[config.mk]
export PLATFORM = sky130hd
export DESIGN_NAME = i2c_master_arbiter
export DESIGN_NICKNAME = d
export VERILOG_FILES = /design/src/rtl/i2c_master_arbiter.sv
export SDC_FILE = /design/constraint.sdc
export NUM_CORES = 1
export LEC_CHECK = 0
export CAP_MARGIN = 10
export CORE_MARGIN = 2
export CORE_UTILIZATION = 29
export DETAILED_ROUTE_END_ITERATION = 8
export PLACE_DENSITY = 0.91
export SYNTH_ARGS = -nofsm -noshare
export SYNTH_HDL_FRONTEND = slang
export SYNTH_SLANG_ARGS = --single-unit
[constraint.sdc]
create_clock -name clk -period 2.2 [get_ports clk]
set_clock_uncertainty 0.05 [all_clocks]
set_input_delay 0.66 -clock clk [delete_from_list [all_inputs] [get_ports clk]]
set_output_delay 0.66 -clock clk [all_outputs]
set_load 0.05 [all_outputs]
[src/rtl/i2c_master_arbiter.sv]
// i2c_master_arbiter
//   Shares one i2c_master command / write-data / read-data interface between
//   NUM_REQ requesters. Ownership is granted round-robin and lasts a whole I2C
//   transaction: from the first command, through the command carrying stop,
//   until the master has been seen idle for two consecutive cycles.
//
//   Optional feature: define ARB_FORCE_STOP_EN to enable the hold timer. An
//   owner that stays silent for HOLD_TIMEOUT cycles gets a stop command
//   injected on its behalf, and req_timeout pulses for it.
//
// Ports
//   clk, rst               clock, synchronous active-low reset
//   req_cmd_*              per-requester command streams (address slice i*7)
//   req_wr_*               per-requester write-data streams (data slice i*8)
//   req_rd_*               read data broadcast, per-requester valid/last/ready
//   req_missed_ack         registered missed-ack pulse steered to the owner
//   req_timeout            forced-stop pulse (tied 0 without the macro)
//   grant                  registered one-hot owner
//   m_cmd_* / m_wr_* / m_rd_*  single i2c_master side
//   mst_busy, mst_missed_ack   master status
module i2c_master_arbiter #(
  parameter int NUM_REQ      = 2,
  parameter int HOLD_TIMEOUT = 1024
) (
  input  logic                 clk,
  input  logic                 rst,
  input  logic [NUM_REQ*7-1:0] req_cmd_address,
  input  logic [NUM_REQ-1:0]   req_cmd_start,
  input  logic [NUM_REQ-1:0]   req_cmd_read,
  input  logic [NUM_REQ-1:0]   req_cmd_write,
  input  logic [NUM_REQ-1:0]   req_cmd_write_multiple,
  input  logic [NUM_REQ-1:0]   req_cmd_stop,
  input  logic [NUM_REQ-1:0]   req_cmd_valid,
  output logic [NUM_REQ-1:0]   req_cmd_ready,
  input  logic [NUM_REQ*8-1:0] req_wr_tdata,
  input  logic [NUM_REQ-1:0]   req_wr_tvalid,
  input  logic [NUM_REQ-1:0]   req_wr_tlast,
  output logic [NUM_REQ-1:0]   req_wr_tready,
  output logic [7:0]           req_rd_tdata,
  output logic [NUM_REQ-1:0]   req_rd_tvalid,
  output logic [NUM_REQ-1:0]   req_rd_tlast,
  input  logic [NUM_REQ-1:0]   req_rd_tready,
  output logic [NUM_REQ-1:0]   req_missed_ack,
  output logic [NUM_REQ-1:0]   req_timeout,
  output logic [NUM_REQ-1:0]   grant,
  output logic [6:0]           m_cmd_address,
  output logic                 m_cmd_start,
  output logic                 m_cmd_read,
  output logic                 m_cmd_write,
  output logic                 m_cmd_write_multiple,
  output logic                 m_cmd_stop,
  output logic                 m_cmd_valid,
  input  logic                 m_cmd_ready,
  output logic [7:0]           m_wr_tdata,
  output logic                 m_wr_tvalid,
  output logic                 m_wr_tlast,
  input  logic                 m_wr_tready,
  input  logic [7:0]           m_rd_tdata,
  input  logic                 m_rd_tvalid,
  input  logic                 m_rd_tlast,
  output logic                 m_rd_tready,
  input  logic                 mst_busy,
  input  logic                 mst_missed_ack
);

  localparam int IW = $clog2(NUM_REQ);

`ifdef ARB_FORCE_STOP_EN
  typedef enum logic [1:0] {S_IDLE, S_GRANT, S_DRAIN, S_FSTOP} state_t;
`else
  typedef enum logic [1:0] {S_IDLE, S_GRANT, S_DRAIN} state_t;
`endif

  state_t               state_q, state_d;
  logic [NUM_REQ-1:0]   grant_q, grant_d;
  logic [IW-1:0]        ptr_q, ptr_d;     // owner index while granted, last owner otherwise
  logic                 dcnt_q, dcnt_d;   // one idle sample already seen in DRAIN
  logic [NUM_REQ-1:0]   miss_q, miss_d;
  logic [NUM_REQ-1:0]   to_q, to_d;
`ifdef ARB_FORCE_STOP_EN
  logic [15:0]          hold_q, hold_d;
`endif

  // per-requester views of the packed buses
  logic [NUM_REQ-1:0][6:0] addr_v;
  logic [NUM_REQ-1:0][7:0] wdat_v;
  for (genvar i = 0; i < NUM_REQ; i++) begin : g_slice
    assign addr_v[i] = req_cmd_address[i*7 +: 7];
    assign wdat_v[i] = req_wr_tdata[i*8 +: 8];
  end

  assign req_rd_tdata   = m_rd_tdata;
  assign grant          = grant_q;
  assign req_missed_ack = miss_q;
  assign req_timeout    = to_q;

  always_comb begin
    int  idx;
    logic found;
    idx                  = 0;
    found                = 1'b0;
    state_d              = state_q;
    grant_d              = grant_q;
    ptr_d                = ptr_q;
    dcnt_d               = dcnt_q;
    to_d                 = '0;
    miss_d               = mst_missed_ack ? (NUM_REQ'(1) << ptr_q) : '0;
`ifdef ARB_FORCE_STOP_EN
    hold_d               = hold_q;
`endif
    req_cmd_ready        = '0;
    m_cmd_address        = '0;
    m_cmd_start          = 1'b0;
    m_cmd_read           = 1'b0;
    m_cmd_write          = 1'b0;
    m_cmd_write_multiple = 1'b0;
    m_cmd_stop           = 1'b0;
    m_cmd_valid          = 1'b0;
    m_wr_tdata           = '0;
    m_wr_tvalid          = 1'b0;
    m_wr_tlast           = 1'b0;
    req_wr_tready        = '0;
    m_rd_tready          = 1'b0;
    req_rd_tvalid        = '0;
    req_rd_tlast         = '0;

    // data paths stay with the owner for the whole ownership, including DRAIN
    if (state_q != S_IDLE) begin
      m_wr_tdata           = wdat_v[ptr_q];
      m_wr_tvalid          = req_wr_tvalid[ptr_q];
      m_wr_tlast           = req_wr_tlast[ptr_q];
      req_wr_tready[ptr_q] = m_wr_tready;
      m_rd_tready          = req_rd_tready[ptr_q];
      req_rd_tvalid[ptr_q] = m_rd_tvalid;
      req_rd_tlast[ptr_q]  = m_rd_tlast;
    end

    case (state_q)
      S_IDLE: begin
        // round-robin: first valid requester after the last owner, with wrap
        for (int k = 1; k <= NUM_REQ; k++) begin
          idx = int'(ptr_q) + k;
          if (idx >= NUM_REQ) idx = idx - NUM_REQ;
          if (!found && req_cmd_valid[idx]) begin
            found   = 1'b1;
            ptr_d   = IW'(idx);
            grant_d = NUM_REQ'(1) << idx;
            state_d = S_GRANT;
          end
        end
`ifdef ARB_FORCE_STOP_EN
        hold_d = '0;
`endif
      end
      S_GRANT: begin
        m_cmd_address        = addr_v[ptr_q];
        m_cmd_start          = req_cmd_start[ptr_q];
        m_cmd_read           = req_cmd_read[ptr_q];
        m_cmd_write          = req_cmd_write[ptr_q];
        m_cmd_write_multiple = req_cmd_write_multiple[ptr_q];
        m_cmd_stop           = req_cmd_stop[ptr_q];
        m_cmd_valid          = req_cmd_valid[ptr_q];
        req_cmd_ready[ptr_q] = m_cmd_ready;
        if (m_cmd_valid && m_cmd_ready && m_cmd_stop) begin
          state_d = S_DRAIN;
          dcnt_d  = 1'b0;
        end
`ifdef ARB_FORCE_STOP_EN
        else if ((m_cmd_valid && m_cmd_ready) || (m_wr_tvalid && m_wr_tready)) begin
          hold_d = '0;
        end else if (hold_q == 16'(HOLD_TIMEOUT - 1)) begin
          hold_d  = '0;
          state_d = S_FSTOP;
        end else begin
          hold_d = hold_q + 16'd1;
        end
`endif
      end
      S_DRAIN: begin
        // two consecutive idle samples tolerate busy rising late
        if (!mst_busy) begin
          if (dcnt_q) begin
            state_d = S_IDLE;
            grant_d = '0;
            dcnt_d  = 1'b0;
          end else begin
            dcnt_d = 1'b1;
          end
        end else begin
          dcnt_d = 1'b0;
        end
      end
`ifdef ARB_FORCE_STOP_EN
      S_FSTOP: begin
        m_cmd_stop  = 1'b1;
        m_cmd_valid = 1'b1;
        if (m_cmd_ready) begin
          to_d[ptr_q] = 1'b1;
          state_d     = S_DRAIN;
          dcnt_d      = 1'b0;
        end
      end
`endif
      default: state_d = S_IDLE;
    endcase
  end

  always_ff @(posedge clk) begin
    if (!rst) begin
      state_q <= S_IDLE;
      grant_q <= '0;
      ptr_q   <= IW'(NUM_REQ - 1);
      dcnt_q  <= 1'b0;
      miss_q  <= '0;
      to_q    <= '0;
`ifdef ARB_FORCE_STOP_EN
      hold_q  <= '0;
`endif
    end else begin
      state_q <= state_d;
      grant_q <= grant_d;
      ptr_q   <= ptr_d;
      dcnt_q  <= dcnt_d;
      miss_q  <= miss_d;
      to_q    <= to_d;
`ifdef ARB_FORCE_STOP_EN
      hold_q  <= hold_d;
`endif
    end
  end

endmodule

Yosys cells after proc, flatten, opt, wreduce, memory -nomap -nowiden:

Cells that the tools add are included.

* shift operators: 3
* equality and inequality tests: 6
* bitwise gates (word level): 4
* add/sub/neg operators: 4
* multiplexer cells: 66
* reductions and logical operators: 15
* magnitude comparators: 6

Operators with widths (number)
* 32-bit 2-to-1 mux: 4
* 32-bit by 3-bit < comparator with 1-bit output, second input constant: 2
* 1-bit by 32-bit << shifter with 2-bit output, first input constant: 2
* 1-bit 2-to-1 mux: 41
* 8-bit 2-to-1 mux: 3
* 2-bit 2-to-1 mux: 11
* 7-bit 2-to-1 mux: 3
* 2-bit bitwise AND: 4
* 4-bit AND reduction: 2
* 2-bit nonzero test: 4
* 2-bit != test, second input constant: 3
* 2-bit case mux with 3 select lines: 1
* 2-bit AND reduction: 3
* 1-bit logical AND: 4
* 2-bit case mux with 2 select lines: 1
* 3-bit by 2-bit subtractor with 4-bit output, second input constant: 1
* 1-bit by 2-bit adder with 3-bit output, second input constant: 1
* 3-bit by 2-bit greater-or-equal comparator with 1-bit output, second input constant: 1
* 3-bit != test, second input constant: 1
* 2-bit by 2-bit subtractor with 3-bit output, second input constant: 1
* 1-bit by 1-bit adder with 2-bit output, second input constant: 1
* 2-bit by 1-bit == test with 1-bit output, second input constant: 1
* 2-bit == test, second input constant: 1
* 2-bit greater-or-equal comparator, second input constant: 1
* other kinds (7): 7

* flip-flop bits (word level): 8
* bits of input ports: 64
* word-level logic and storage cells: 109

Depth between registers and ports, before layout:

Gate-level depths: netlist of run 1.

* word-level depth: 13
* depth in mapped cells: 4
* depth with buffers taken out: 3

Least setup slack after synthesis of run 1:

No wires, ideal clock.

* kind: input to output
* start: in m_rd_tlast
* end: out req_rd_tlast[0]
* setup slack: -0.316 ns
* cell stages on the path: 1
* data required time: 1.490 ns
* arrival time: 1.806 ns
* cells stage by stage: nor3b_1

* cells in the longest elaborated chain, start to end: 2

Ends and longest elaborated chain
* start, declared: RTL line 60 `input logic m_rd_tlast,`
* 2-bit bitwise AND (no line)
* 2-bit 2-to-1 mux: RTL line 128 `if (state_q != S_IDLE) begin`
* end, declared: RTL line 41 `output logic [NUM_REQ-1:0] req_rd_tlast,`

Every way passes these cells.

Worst setup path in the final report of run 1:

* start: reg state_q[0]
* end: out req_cmd_ready[0]

* cells in the longest elaborated chain, start to end: 2

Ends and longest elaborated chain
* start, declared: RTL line 74 `state_t state_q, state_d;`
* start signal, assigned: RTL line 220 `state_q <= state_d;`
* 2-bit by 1-bit == test with 1-bit output: RTL line 138 `case (state_q)`
* 2-bit 2-to-1 mux: RTL line 138
* end, declared: RTL line 34 `output logic [NUM_REQ-1:0] req_cmd_ready,`

Every way passes these cells.

==> results of run 1 <==
-- metal layers --
layer,part of all wire (%),wire length [um],vias up
li1,-,-,579
met1,35,1310,569
met2,55,2080,61
met3,7.8,294,10
met4,2.3,87,0
met5,0,0,-
-- flip-flops by register name (all words and copies together), names as in the netlist --
register and flops:
ptr_q 1, grant 2, state_q 2, dcnt_q 1, req_missed_ack 2
-- layout make-up --
cell class	instances	area [um^2]
multi-input cells	93	688
clock buffers	3	22.5
inverters	1	3.75
fillers	231	858
flip-flops and latches	8	164
repair buffers	101	1260
well taps	44	55.1
-- stage by stage --
step | power [W] | util, % | setup WS [ps]
final | 0.000965 | 71.9 | 94.7
after global routing | 0.00101 | 71.9 | -5.05
after global placement | 0.000846 | 71.0 | -96.0
after CTS | 0.000971 | 71.8 | 48.5
after detailed placement | 0.000860 | 71.0 | -105
after floorplan | 0.000542 | - | 61.5
-- Yosys cell counts, drive strengths merged --
master	number	area, um^2
buf	17	128
mux2i	24	240
dfxtp	8	160
a211oi	2	15.0
and4b	1	10.0
nor3b	3	22.5
nand4	2	12.5
nand3b	1	7.51
nor4bb	1	10.0
nor2b	1	6.26
o2111ai	1	8.76
clkbuf	2	7.51
a21oi	1	5.00
nor2	28	113
nand2b	3	26.3
and4	1	8.76
nor4b	1	15.0
a31o	1	8.76
o22ai	1	12.5
conb	1	3.75
inv	1	3.75
and3	6	37.5
nand2	6	22.5
or2	1	8.76
nand4b	1	8.76
o21ai	4	20.0
o31ai	1	7.51
-- repair_timing --
action                                  4_1_cts  5_1_grt
pin swaps                                    24        0
gates cloned                                  0        0
buffers inserted                              2        0
gates resized for setup                      62        2
endpoints found under the setup margin       30        7
-- logic make-up (layout without fill, tap and decap cells) --
logic type / count (synthesis) / in the layout / synth area share [%]
compound gates: 11 / 11 / 8.34
buf+inv: 20 / 105 / 14.9
flops: 8 / 8 / 17.2
mux: 24 / 24 / 25.8
other cells: 1 / 2 / 0.403
simple gates: 56 / 56 / 33.2
-- final timing paths --
path                                  from               end  cells past startpoint
worst max register to register       ptr_q        state_q[1]                      4
worst min register to register    grant[0]          grant[0]                      2
worst min-delay path              grant[0]          grant[0]                      2
worst max-delay path            state_q[0]  req_cmd_ready[0]                      4
-- placed cells by master (no fill, tap or decap), types with 3 or more instances in the layout --
| cell type | count |
|---|---|
| buf_4 | 10 |
| nor3b_4 | 3 |
| nand2_1 | 6 |
| dfxtp_2 | 3 |
| nor2_2 | 5 |
| mux2i_1 | 24 |
| nor2_1 | 22 |
| o21ai_1 | 4 |
| clkdlybuf4s50_1 | 5 |
| clkbuf_4 | 3 |
| dfxtp_1 | 5 |
| and3_1 | 5 |
| dlygate4sd2_1 | 52 |
| buf_12 | 34 |
-- where the power goes --
group          internal [W]  switching [W]  total, W
sequential         0.000155      0.0000129  0.000168
combinational      0.000322       0.000357  0.000678
clock             0.0000628      0.0000559  0.000119
-- worst max-delay path: stages, from the launching register on --
cell and delay (ps):
dfxtp_2 480, nor2b_2 270, nand2_1 90, nor2_2 130, buf_12 150
==> impl_metrics.csv, run 1 <==
group,metric,value,unit
outcome,status,"finished clean",
critical_path,crit_path_start_kind,"flop",
floorplan,die_h,60.6,um
critical_path,critPathRequiredTime,1490,ps
global_route,grt_max_degree,34,
logic_synthesis,synth_cell_types,31,
sta,fin_crit,2110,ps
critical_path,r2r_slack,950,ps
logic_synthesis,seq_area_frac_synth,17.2,%
drt,drt-total-wl,3.78,mm
clocking,holdBufCountCts,0,
place,numPortBuffers,91,
logic_synthesis,syn_avg_cell_area,7.75,um^2
global_route,grt_overflow,0,
place,gp_congestion,0.705,
drt,num_vias,1219,
sta,slew_headroom,66.8,%
critical_path,critPathMaxFanout,11,
global_route,grt_util_all_layers,20.6,%
place,dp_cells,245,
clocking,cts_buffer_depth,2,
drt,viasPerCell,4.88,
sta,drv_slew,0,
global_route,met2_usage,37.6,%
layout,instances_no_fill,250,
floorplan,die_width,60.6,um
layout,stdcell_area,2190,um^2
clocking,h-tree-depth,1,
critical_path,end_kind,"output port",
layout,antenna_cells,0,
drt,drtPass1Iterations,4,
floorplan,start_util,30.5,%
floorplan,row_count,20,
sta,max_clock_freq,475,MHz
power_and_ir_drop,power_leakage,1.11,nW
power_and_ir_drop,ir_worst_vdd,0.271,mV
floorplan,dieArea,3670,um^2
clocking,cts_tree,"built",
critical_path,crit_type,"flop to output port",
floorplan,io_pins,110,
place,postPlaceCellArea,2170,um^2
logic_synthesis,yosys_warnings,0,
sta,setup_viol,0,
global_route,antenna_found_initial,0,
job,cap_violations,0,
layout,area_growth,136,%
global_route,grt_most_used_layer,"met2",
drt,wire_per_inst,15.1,um
critical_path,arrival,1400,ps
sta,tns,0,ps
logic_synthesis,syn_area,930,um^2
layout,fin_nets,272,
clocking,cts-root-buf,"clkbuf_4",
floorplan,design.core.area,3050,um^2
drt,drc_errors,0,
global_route,grt_pass1_wl,5.64,mm
drt,first_iter_violations,32,
clocking,clk_pin_slew_worst_paths,60,ps
clocking,cts_made_buffers,3,
place,dp_hpwl,3.01,mm
logic_synthesis,syn_inst,120,
sta,final_hold_viol_count,0,
logic_synthesis,ys_ff_latch,8,
sta,whs,409,ps
clocking,clock-sinks,8,
global_route,use_met1,22.8,%
drt,ant_nets,0,
sta,fin_crit_sh,95.7,%
clocking,clock_latency,260,ps
layout,drive_gt1_share,31.6,%
global_route,grt_pass1_vias,1192,
sta,tightestPinTransition,496,ps
hold_path,hold_class,"flop to flop",
power_and_ir_drop,p_per_area,440,nW/um^2
global_route,met3_usage,3.41,%
Note: power is estimated with default switching activity, not from simulation.
==> inputs of run 2 (changes only) <==
- SLEW_MARGIN: not set -> 20
==> results of run 2 <==
Final layout, timing and power as in run 1 (identical DEF).
==> inputs of run 3 (changes only) <==
- CTS_CLUSTER_DIAMETER: not set -> 200
- HOLD_SLACK_MARGIN: not set -> 0.15
==> results of run 3 <==
Final layout, timing and power as in run 1 (identical DEF).
